--- src/rtl/game_pkg.sv ---
// Shared game definitions: opcodes, directions, pages, key codes and the
// layout of the 16-bit player instruction word {op[3:0], operand[7:0], 4'b0}.
package game_pkg;
    // Player instruction opcodes
    localparam logic [3:0] OP_NOP = 4'h0;
    localparam logic [3:0] OP_HPY = 4'h1;
    localparam logic [3:0] OP_DPY = 4'h2;
    localparam logic [3:0] OP_IDG = 4'h3;
    localparam logic [3:0] OP_SDG = 4'h4;
    localparam logic [3:0] OP_MOV = 4'h5;
    localparam logic [3:0] OP_SHP = 4'h6;

    // Movement directions
    localparam logic [1:0] DIR_UP    = 2'd0;
    localparam logic [1:0] DIR_LEFT  = 2'd1;
    localparam logic [1:0] DIR_DOWN  = 2'd2;
    localparam logic [1:0] DIR_RIGHT = 2'd3;

    // Game pages
    localparam logic [2:0] PG_NULL   = 3'd0;
    localparam logic [2:0] PG_MENU   = 3'd1;
    localparam logic [2:0] PG_START  = 3'd2;
    localparam logic [2:0] PG_DODGE  = 3'd3;
    localparam logic [2:0] PG_ATTACK = 3'd4;
    localparam logic [2:0] PG_ACTION = 3'd5;

    // Keyboard scan codes used by the movement path
    localparam logic [7:0] KEY_W     = 8'h1D;
    localparam logic [7:0] KEY_A     = 8'h1C;
    localparam logic [7:0] KEY_S     = 8'h1B;
    localparam logic [7:0] KEY_D     = 8'h23;
    localparam logic [7:0] KEY_SPACE = 8'h29;

    // Instruction field positions
    localparam int INSTR_OP_MSB  = 15;
    localparam int INSTR_OP_LSB  = 12;
    localparam int INSTR_OPD_MSB = 11;
    localparam int INSTR_OPD_LSB = 4;

    typedef enum logic {
        ST_IDLE = 1'b0,
        ST_HOLD = 1'b1
    } arb_state_e;

    function automatic logic [15:0] mk_instr(input logic [3:0] op, input logic [7:0] opd);
        return {op, opd, 4'b0000};
    endfunction
endpackage

--- src/rtl/dmg_accumulator.sv ---
// 8-bit saturating damage accumulator.
// Ports: clk, reset (sync, active-high), clear (flush), add/amt (accumulate),
//        take (consume current value), acc (current value), pending (non-zero
//        damage waiting to be issued).
// A take coinciding with an add hands out the old value and reloads from amt.
module dmg_accumulator (
    input  logic       clk,
    input  logic       reset,
    input  logic       clear,
    input  logic       add,
    input  logic [7:0] amt,
    input  logic       take,
    output logic [7:0] acc,
    output logic       pending
);
    logic [7:0] acc_q, acc_d;
    logic       pend_q, pend_d;
    logic [8:0] sum;

    assign sum = {1'b0, acc_q} + {1'b0, amt};

    always_comb begin
        acc_d  = acc_q;
        pend_d = pend_q;
        if (clear) begin
            acc_d  = 8'h00;
            pend_d = 1'b0;
        end else if (take && add) begin
            acc_d  = amt;
            pend_d = 1'b1;
        end else if (take) begin
            acc_d  = 8'h00;
            pend_d = 1'b0;
        end else if (add) begin
            acc_d  = sum[8] ? 8'hFF : sum[7:0];
            pend_d = 1'b1;
        end
    end

    always_ff @(posedge clk) begin
        if (reset) begin
            acc_q  <= 8'h00;
            pend_q <= 1'b0;
        end else begin
            acc_q  <= acc_d;
            pend_q <= pend_d;
        end
    end

    assign acc     = acc_q;
    assign pending = pend_q;
endmodule

--- src/rtl/player_instr_arbiter.sv ---
// Arbitrates the player instruction bus between damage, heal and movement.
// Ports: clk, reset (sync, active-high), enable (page == DODGE), is_death
//        (flush), dmg_req/dmg_amt, heal_req, move_req/move_dir, instr/
//        instr_valid/instr_ready (valid/ready handshake), dmg_pending.
// Requests are latched on one edge and may issue on the next; priority is
// DPY > HPY > MOV, and MOV is rate-limited to one per MOVE_DIV cycles.
module player_instr_arbiter
    import game_pkg::*;
#(
    parameter int         MOVE_DIV = 4,
    parameter logic [7:0] HEAL_AMT = 8'd10
) (
    input  logic        clk,
    input  logic        reset,
    input  logic        enable,
    input  logic        is_death,
    input  logic        dmg_req,
    input  logic [7:0]  dmg_amt,
    input  logic        heal_req,
    input  logic        move_req,
    input  logic [1:0]  move_dir,
    output logic [15:0] instr,
    output logic        instr_valid,
    input  logic        instr_ready,
    output logic        dmg_pending
);
    localparam int TW = (MOVE_DIV > 1) ? $clog2(MOVE_DIV) : 1;

    arb_state_e    state_q, state_d;
    logic [15:0]   instr_q, instr_d;
    logic          heal_q, heal_d;
    logic          move_q, move_d;
    logic [1:0]    dir_q, dir_d;
    logic [TW-1:0] timer_q, timer_d;

    logic       transfer, slot;
    logic       iss_dpy, iss_hpy, iss_mov;
    logic [7:0] acc;

    dmg_accumulator u_acc (
        .clk     (clk),
        .reset   (reset),
        .clear   (is_death),
        .add     (dmg_req && (dmg_amt != 8'h00) && !is_death),
        .amt     (dmg_amt),
        .take    (iss_dpy),
        .acc     (acc),
        .pending (dmg_pending)
    );

    assign transfer = (state_q == ST_HOLD) && instr_ready;
    assign slot     = ((state_q == ST_IDLE) || transfer) && enable && !is_death;

    // State register
    always_ff @(posedge clk) begin
        if (reset) begin
            state_q <= ST_IDLE;
            instr_q <= 16'h0000;
            heal_q  <= 1'b0;
            move_q  <= 1'b0;
            dir_q   <= 2'd0;
            timer_q <= '0;
        end else begin
            state_q <= state_d;
            instr_q <= instr_d;
            heal_q  <= heal_d;
            move_q  <= move_d;
            dir_q   <= dir_d;
            timer_q <= timer_d;
        end
    end

    // Next-state logic
    always_comb begin
        state_d = state_q;
        instr_d = instr_q;
        iss_dpy = 1'b0;
        iss_hpy = 1'b0;
        iss_mov = 1'b0;
        if (is_death) begin
            state_d = ST_IDLE;
            instr_d = 16'h0000;
        end else if (slot) begin
            if (dmg_pending) begin
                iss_dpy = 1'b1;
                state_d = ST_HOLD;
                instr_d = mk_instr(OP_DPY, acc);
            end else if (heal_q) begin
                iss_hpy = 1'b1;
                state_d = ST_HOLD;
                instr_d = mk_instr(OP_HPY, HEAL_AMT);
            end else if (move_q && (timer_q == '0)) begin
                iss_mov = 1'b1;
                state_d = ST_HOLD;
                instr_d = mk_instr(OP_MOV, {6'b0, dir_q});
            end else begin
                state_d = ST_IDLE;
                instr_d = 16'h0000;
            end
        end else if (transfer) begin
            // Accepted while disabled: nothing may follow it
            state_d = ST_IDLE;
            instr_d = 16'h0000;
        end

        // A new request in the issue cycle wins over the clear
        heal_d = heal_q;
        if (is_death)       heal_d = 1'b0;
        else if (heal_req)  heal_d = 1'b1;
        else if (iss_hpy)   heal_d = 1'b0;

        move_d = move_q;
        dir_d  = dir_q;
        if (is_death || !enable) begin
            move_d = 1'b0;
        end else if (move_req) begin
            move_d = 1'b1;
            dir_d  = move_dir;
        end else if (iss_mov) begin
            move_d = 1'b0;
        end

        timer_d = timer_q;
        if (is_death)              timer_d = '0;
        else if (iss_mov)          timer_d = TW'(MOVE_DIV - 1);
        else if (timer_q != '0)    timer_d = timer_q - 1'b1;
    end

    // Outputs
    always_comb begin
        instr_valid = (state_q == ST_HOLD);
        instr       = (state_q == ST_HOLD) ? instr_q : 16'h0000;
    end
endmodule

--- config.mk ---
export PLATFORM = sky130hd
export DESIGN_NAME = player_instr_arbiter
export DESIGN_NICKNAME = d
export VERILOG_FILES = /design/src/rtl/game_pkg.sv /design/src/rtl/dmg_accumulator.sv /design/src/rtl/player_instr_arbiter.sv
export SDC_FILE = /design/constraint.sdc
export NUM_CORES = 1
export LEC_CHECK = 0
export BUFFER_PORTS_ARGS = -buffer_cell sky130_fd_sc_hd__buf_2
export CAP_MARGIN = 40
export CORE_MARGIN = 3
export CORE_UTILIZATION = 46
export CTS_CLUSTER_DIAMETER = 60
export CTS_CLUSTER_SIZE = 25
export DETAILED_ROUTE_END_ITERATION = 12
export HOLD_SLACK_MARGIN = 0.1
export PLACE_DENSITY = 0.79
export SLEW_MARGIN = 20
export SYNTH_ARGS = -nofsm -noshare
export SYNTH_HDL_FRONTEND = slang
export SYNTH_SLANG_ARGS = --single-unit
--- constraint.sdc ---
create_clock -name clk -period 5.6 [get_ports clk]
set_input_delay 0.84 -clock clk [delete_from_list [all_inputs] [get_ports clk]]
set_output_delay 0.84 -clock clk [all_outputs]
set_load 0.005 [all_outputs]
==> results of run 1 <==
flip-flops by register name, summed over array words and instances (netlist names):
signal and count:
dir_q 2, instr_valid 1, instr_q 11, heal_q 1, u_acc.pending 1, move_q 1
timer_q 2, u_acc.acc 8
worst register-to-register path, stage by stage, from the launching register on:
cell and delay (ns):
dfxtp_1 0.37, ha_1 0.22, fa_1 0.40, a21o_2 0.25, a221oi_2 0.30, o211ai_2 0.22
a2111oi_1 0.43, o31ai_1 0.12
layer usage:
metal / up-vias / wire [µm] / share of wire, %
li1: 735 / - / -
met1: 667 / 1670 / 49
met2: 48 / 1490 / 44
met3: 4 / 211 / 6.2
met4: 0 / 29 / 0.85
met5: - / 0 / 0
power groups by stage:
| stage | Clock [µW] | Sequential, µW | Combinational, µW |
|---|---|---|---|
| finish | 85.4 | 202 | 63.8 |
| global route | 94.3 | 203 | 72.3 |
| CTS | 87.1 | 202 | 62.8 |
| detailed placement | 0 | 206 | 62.4 |
| global placement | 0 | 206 | 61.5 |
| floorplan | 0 | 204 | 47.5 |
cells in the mapped netlist (4+ instances only):
cell / n / share of area (%)
a21oi_1: 20 / 6.4
a22oi_1: 7 / 3.3
and2_1: 12 / 4.8
buf_4: 5 / 2.4
clkbuf_1: 6 / 1.4
dfxtp_1: 27 / 34
ha_1: 9 / 7.2
inv_1: 5 / 1.2
nand2_1: 15 / 3.6
nand3_1: 5 / 1.6
nor2_1: 25 / 6.0
nor3_1: 5 / 1.6
nor4_1: 4 / 1.6
o21ai_0: 6 / 1.9
o31ai_1: 5 / 2.4
cell families after synthesis:
logic type / count (synthesis) / share of synthesized area, %
adder cells (fa/ha/maj): 10 / 8.44
AO/OA/AOI/OAI: 52 / 22.1
AND/OR/NAND/NOR: 80 / 25.2
flip-flops: 27 / 34.4
multiplexers: 3 / 2.07
XOR/XNOR: 4 / 2.23
buffers and inverters: 17 / 5.33
other: 1 / 0.239
per-stage QoR:
step	util [%]	hold WS, ns	area (µm²)
2_1_floorplan	-	0.427	1590
3_3_place_gp	54.8	0.443	1730
3_5_place_dp	54.8	0.453	1730
4_1_cts	55.7	0.472	1760
5_1_grt	56.0	0.506	1760
6_report	56.0	0.469	1760
placed cells by master, fill, tap and decap left out, drive strengths merged, types with 2 or more instances in the layout:
cell type / synthesis / layout
a21o: 4 / 4
a21oi: 20 / 20
a22oi: 7 / 7
and2: 12 / 12
and3: 2 / 2
buf: 6 / 30
clkbuf: 6 / 4
conb: 1 / 5
dfxtp: 27 / 27
ha: 9 / 9
inv: 5 / 5
mux2: 2 / 2
nand2: 15 / 15
nand2b: 3 / 3
nand3: 5 / 5
nor2: 25 / 25
nor2b: 3 / 3
nor3: 5 / 5
nor3b: 2 / 2
nor4: 4 / 4
o21ai: 6 / 6
o31ai: 5 / 5
xor2: 3 / 3
final timing paths:
check	depth (start not counted)	slack [ns]	endpoint	start
max	8	2.93	u_acc.acc[5]	dmg_amt[0]
min	2	0.47	instr_q[14]	instr_q[14]
max reg2reg	7	3.20	u_acc.acc[5]	u_acc.acc[0]
min reg2reg	2	0.47	instr_q[14]	instr_q[14]
layout make-up:
type	instances	share of cell area (%)
inverters	5	1.06
repair buffers	31	8.94
multi-input cells	154	54.5
clock inverters	1	0.426
clock buffers	3	1.28
flip-flops and latches	27	30.6
well taps	44	3.12
==> reports/metrics.cfg, run 1 <==
[run_status]
status=complete, no violations

[clock_tree]
cts_tree=yes
cts_htree_levels=1
path_clk_slew_ns=0.15
clock_latency_ns=0.33
cts_hold_buf=0
cts_resized=0
cts-buffers-inserted=3
cts_sinks=27
clock_path_buffers=2
post_cts_buffers=0
root_buffer=clkbuf_4

[route]
vias=1454
antenna_left=0
wl_per_cell_um=12.9
avgViaCountPerCell=5.49
drc=0
drt-pass1-iter-count=4
finalWirelength_um=3410
drtIter0Drc=93

[timing]
fmax_ghz=0.375
period_share_pct=47.6
slew_violations=0
tightest_slew_ns=0.593
fin_tns_setup_ns=0
worst_slack_ns=2.93
setup_violations=0
rsz0062_at_grt=false
relSlewSlack_pct=60.2
fin_skew_ns=0.00719
hold_viol_final=0
layout_min_cycle_time_ns=2.67

[worst_setup_path]
worstSetupEndpointType=flip-flop
cp_max_fo=7
crit_type=in -> reg
worstPathRequired_ns=5.83
start_kind=input pin
path_buf_inv=1
worstPathArrival_ns=2.90
slowest_delay_ns=0.43
cp_cell_sequence=buf_2 -> ha_1 -> fa_1 -> a21o_2 -> a221oi_2 -> o211ai_2 -> a2111oi_1 -> o31ai_1
crit_slowest_cell=a2111oi_1
crit_family=compound AO/OA/AOI/OAI gates

[logic_synthesis]
yosysUniqueCellTypes=43
synth-seq-cells=27
synthCells=194
yosysSeqAreaShare_pct=34.4
syn_avg_cell_area_um2=8.10
synthArstFlopShare_pct=0
synth.cell_area_mm2=0.00157
synth-edff-count=0
synthFlopType=dfxtp_1
ys_warn_count=0

[global_routing]
grt_max_degree=21
grt_util_met3_pct=4.68
gr-total-overflow=0
gr-usage-met2_pct=27.4
grt_pass1_wl_um=5780
grt_use_met1_pct=23.4
grt_pass1_vias=1337
grt_usage_pct=17.3
top_usage_layer=met2
antenna_found_initial=0

[placement]
post-place-ws_ns=2.55
dp.cells=260
dp_hpwl_um=2570
gp_congestion=0.802
numPortBuffers=30

[floorplanning]
start_util_pct=49.8
ioPinCount=36
die_w_um=64.5
std_cell_rows=20
coreArea_mm2=0.00315
die_h_um=64.5
die-area_mm2=0.00415

[power]
vdd_drop_max_mv=0.161
p_int_uw=251
comb_power_share_pct=18.2
sequentialPowerShare_pct=57.5
p_sw_uw=99.9
power_leakage_uw=0.000769
total_power_uw=351
pwr-share-clk_pct=24.3
powerDensity_mw_per_mm2=199
swShare_pct=28.5

[layout]
layout-area-overhead-vs-synth_pct=12.3
fin_cells=265
register_area_um2=541
num_antenna_cells=0
fillers=300
multi_input_area_um2=962
final_nets=250
drive_above_1_share_pct=19.9

[min_path]
hp-class=reg -> reg

[run]
cap_viol_max_count=0

(Power assumes the default switching activity.)
==> run 2: changes to the inputs <==
==> constraint.sdc (replaced) <==
create_clock -name clk -period 2.67 [get_ports clk]
set_input_delay 0.4005 -clock clk [delete_from_list [all_inputs] [get_ports clk]]
set_output_delay 0.4005 -clock clk [all_outputs]
set_load 0.005 [all_outputs]
==> reports/metrics.cfg, run 2 (synthesized netlist as in run 1, its figures left out) <==
[timing]
fin_skew_ns=0.00151  ; -0.00568 ns
layout_min_cycle_time_ns=2.34
tightest_slew_ns=0.664  ; +0.0704 ns
fmax_ghz=0.427
slew_violations=0  ; unchanged
relSlewSlack_pct=55.4  ; -4.7 points
period_share_pct=87.8
rsz0062_at_grt=false
setup_violations=0  ; unchanged
hold_viol_final=0  ; unchanged
fin_tns_setup_ns=0  ; unchanged
worst_slack_ns=0.326  ; -2.61 ns

[global_routing]
gr-usage-met2_pct=27.6  ; +0.13 points
gr-total-overflow=0  ; unchanged
grt_util_met3_pct=3.81  ; -0.87 points
grt_usage_pct=18.3  ; +1.1 points
grt_pass1_vias=1314  ; -1.7%
antenna_found_initial=0  ; unchanged
top_usage_layer=met2
grt_max_degree=21  ; unchanged
grt_pass1_wl_um=6080  ; +5.2%
grt_use_met1_pct=26.9  ; +3.4 points

[route]
antenna_left=0  ; unchanged
drtIter0Drc=100  ; +7.5%
drc=0  ; unchanged
drt-pass1-iter-count=4  ; unchanged
finalWirelength_um=3490  ; +2.5%
avgViaCountPerCell=5.49  ; about the same
vias=1476  ; +1.5%
wl_per_cell_um=13.0  ; +1.0%

[clock_tree]
cts_tree=yes
cts_sinks=27  ; unchanged
cts-buffers-inserted=3  ; unchanged
path_clk_slew_ns=0.14  ; about the same
cts_hold_buf=0  ; unchanged
clock_latency_ns=0.32  ; about the same
cts_resized=0  ; unchanged
cts_htree_levels=1  ; unchanged
post_cts_buffers=0  ; unchanged
root_buffer=clkbuf_4
clock_path_buffers=2  ; unchanged

[worst_setup_path]
start_kind=flip-flop
crit_slowest_cell=fa_1
worstSetupEndpointType=flip-flop
worstPathRequired_ns=2.95  ; -2.88 ns
path_buf_inv=0  ; -1
cp_cell_sequence=ha_1 -> fa_1 -> a21o_2 -> a221oi_2 -> mux2_2 -> a311oi_1 -> a21o_1
crit_type=reg -> reg
cp_max_fo=3  ; -4
crit_family=compound AO/OA/AOI/OAI gates
slowest_delay_ns=0.41  ; -0.02 ns
worstPathArrival_ns=2.62  ; -0.28 ns

[layout]
num_antenna_cells=0  ; unchanged
layout-area-overhead-vs-synth_pct=13.9
drive_above_1_share_pct=20.9  ; +0.98 points
fillers=311  ; +3.7%
largest_register_ffs=11  ; unchanged
final_nets=254  ; +1.6%
largest_register=instr_q
layout_common_cells=buf_2 (30), dfxtp_1 (27), nor2_1 (25)
layout_commonest_cell=buf_2

[placement]
post-place-ws_ns=0.147  ; -2.40 ns
dp_hpwl_um=2720  ; +5.5%
gp_congestion=0.855  ; +6.6%
numPortBuffers=30  ; unchanged

[power]
vdd_drop_max_mv=0.274  ; +70%
powerDensity_mw_per_mm2=410  ; +110%
power_leakage_uw=0.000790  ; +2.7%

[run_status]
status=complete, no violations

[floorplanning]
start_util_pct=49.8  ; unchanged
die_h_um=64.5  ; unchanged
ioPinCount=36  ; unchanged
coreArea_mm2=0.00315  ; unchanged
std_cell_rows=20  ; unchanged
die_w_um=64.5  ; unchanged
die-area_mm2=0.00415  ; unchanged

[min_path]
hp-class=in -> reg

[run]
cap_viol_max_count=0  ; unchanged

==> run 2: power breakdown <==
| part | switching (µW) | internal, µW |
|---|---|---|
| logic | 78.2 | 59.3 |
| clock network | 116 | 58.6 |
| registers | 9.67 | 413 |
| total | 204 | 531 |
==> run 2: layout make-up <==
cell class	instances	area [µm²]	area share, %
inverter	5	18.8	1.05
multi-input combinational	154	962	53.7
timing repair buffer	35	188	10.5
tap	44	55.1	3.07
clock buffer	4	26.3	1.47
sequential	27	541	30.2
==> run 2: final timing paths <==
| kind | endpoint | startpoint | depth (start not counted) | slack [ns] |
|---|---|---|---|---|
| worst min register to register | instr_q[14] | instr_q[14] | 2 | 0.47 |
| worst min-delay path | heal_q | heal_req | 3 | 0.28 |
| worst max-delay path | u_acc.acc[6] | u_acc.acc[0] | 7 | 0.33 |
| worst max register to register | u_acc.acc[6] | u_acc.acc[0] | 7 | 0.33 |
==> run 2: through the flow <==
step	hold WS (ns)	area (µm²)	power (µW)	util, %	cells
global route	0.283	1790	775	56.8	269
CTS	0.272	1790	742	56.8	269
floorplan	0.427	1590	528	-	198
global placement	0.442	1760	565	56.0	265
finish	0.276	1790	735	56.8	269
detailed placement	0.452	1760	567	56.0	265
==> run 2: worst min-delay path: stages <==
cell	delay, ns
buf_2	0.08
a21oi_1	0.03
nor2_1	0.07
==> run 2: routing by layer <==
layer  part of all wire (%)  routed length [µm]
met1                     49                1730
met2                     43                1510
met3                    6.7                 235
met4                   0.43                  15
met5                      0                   0
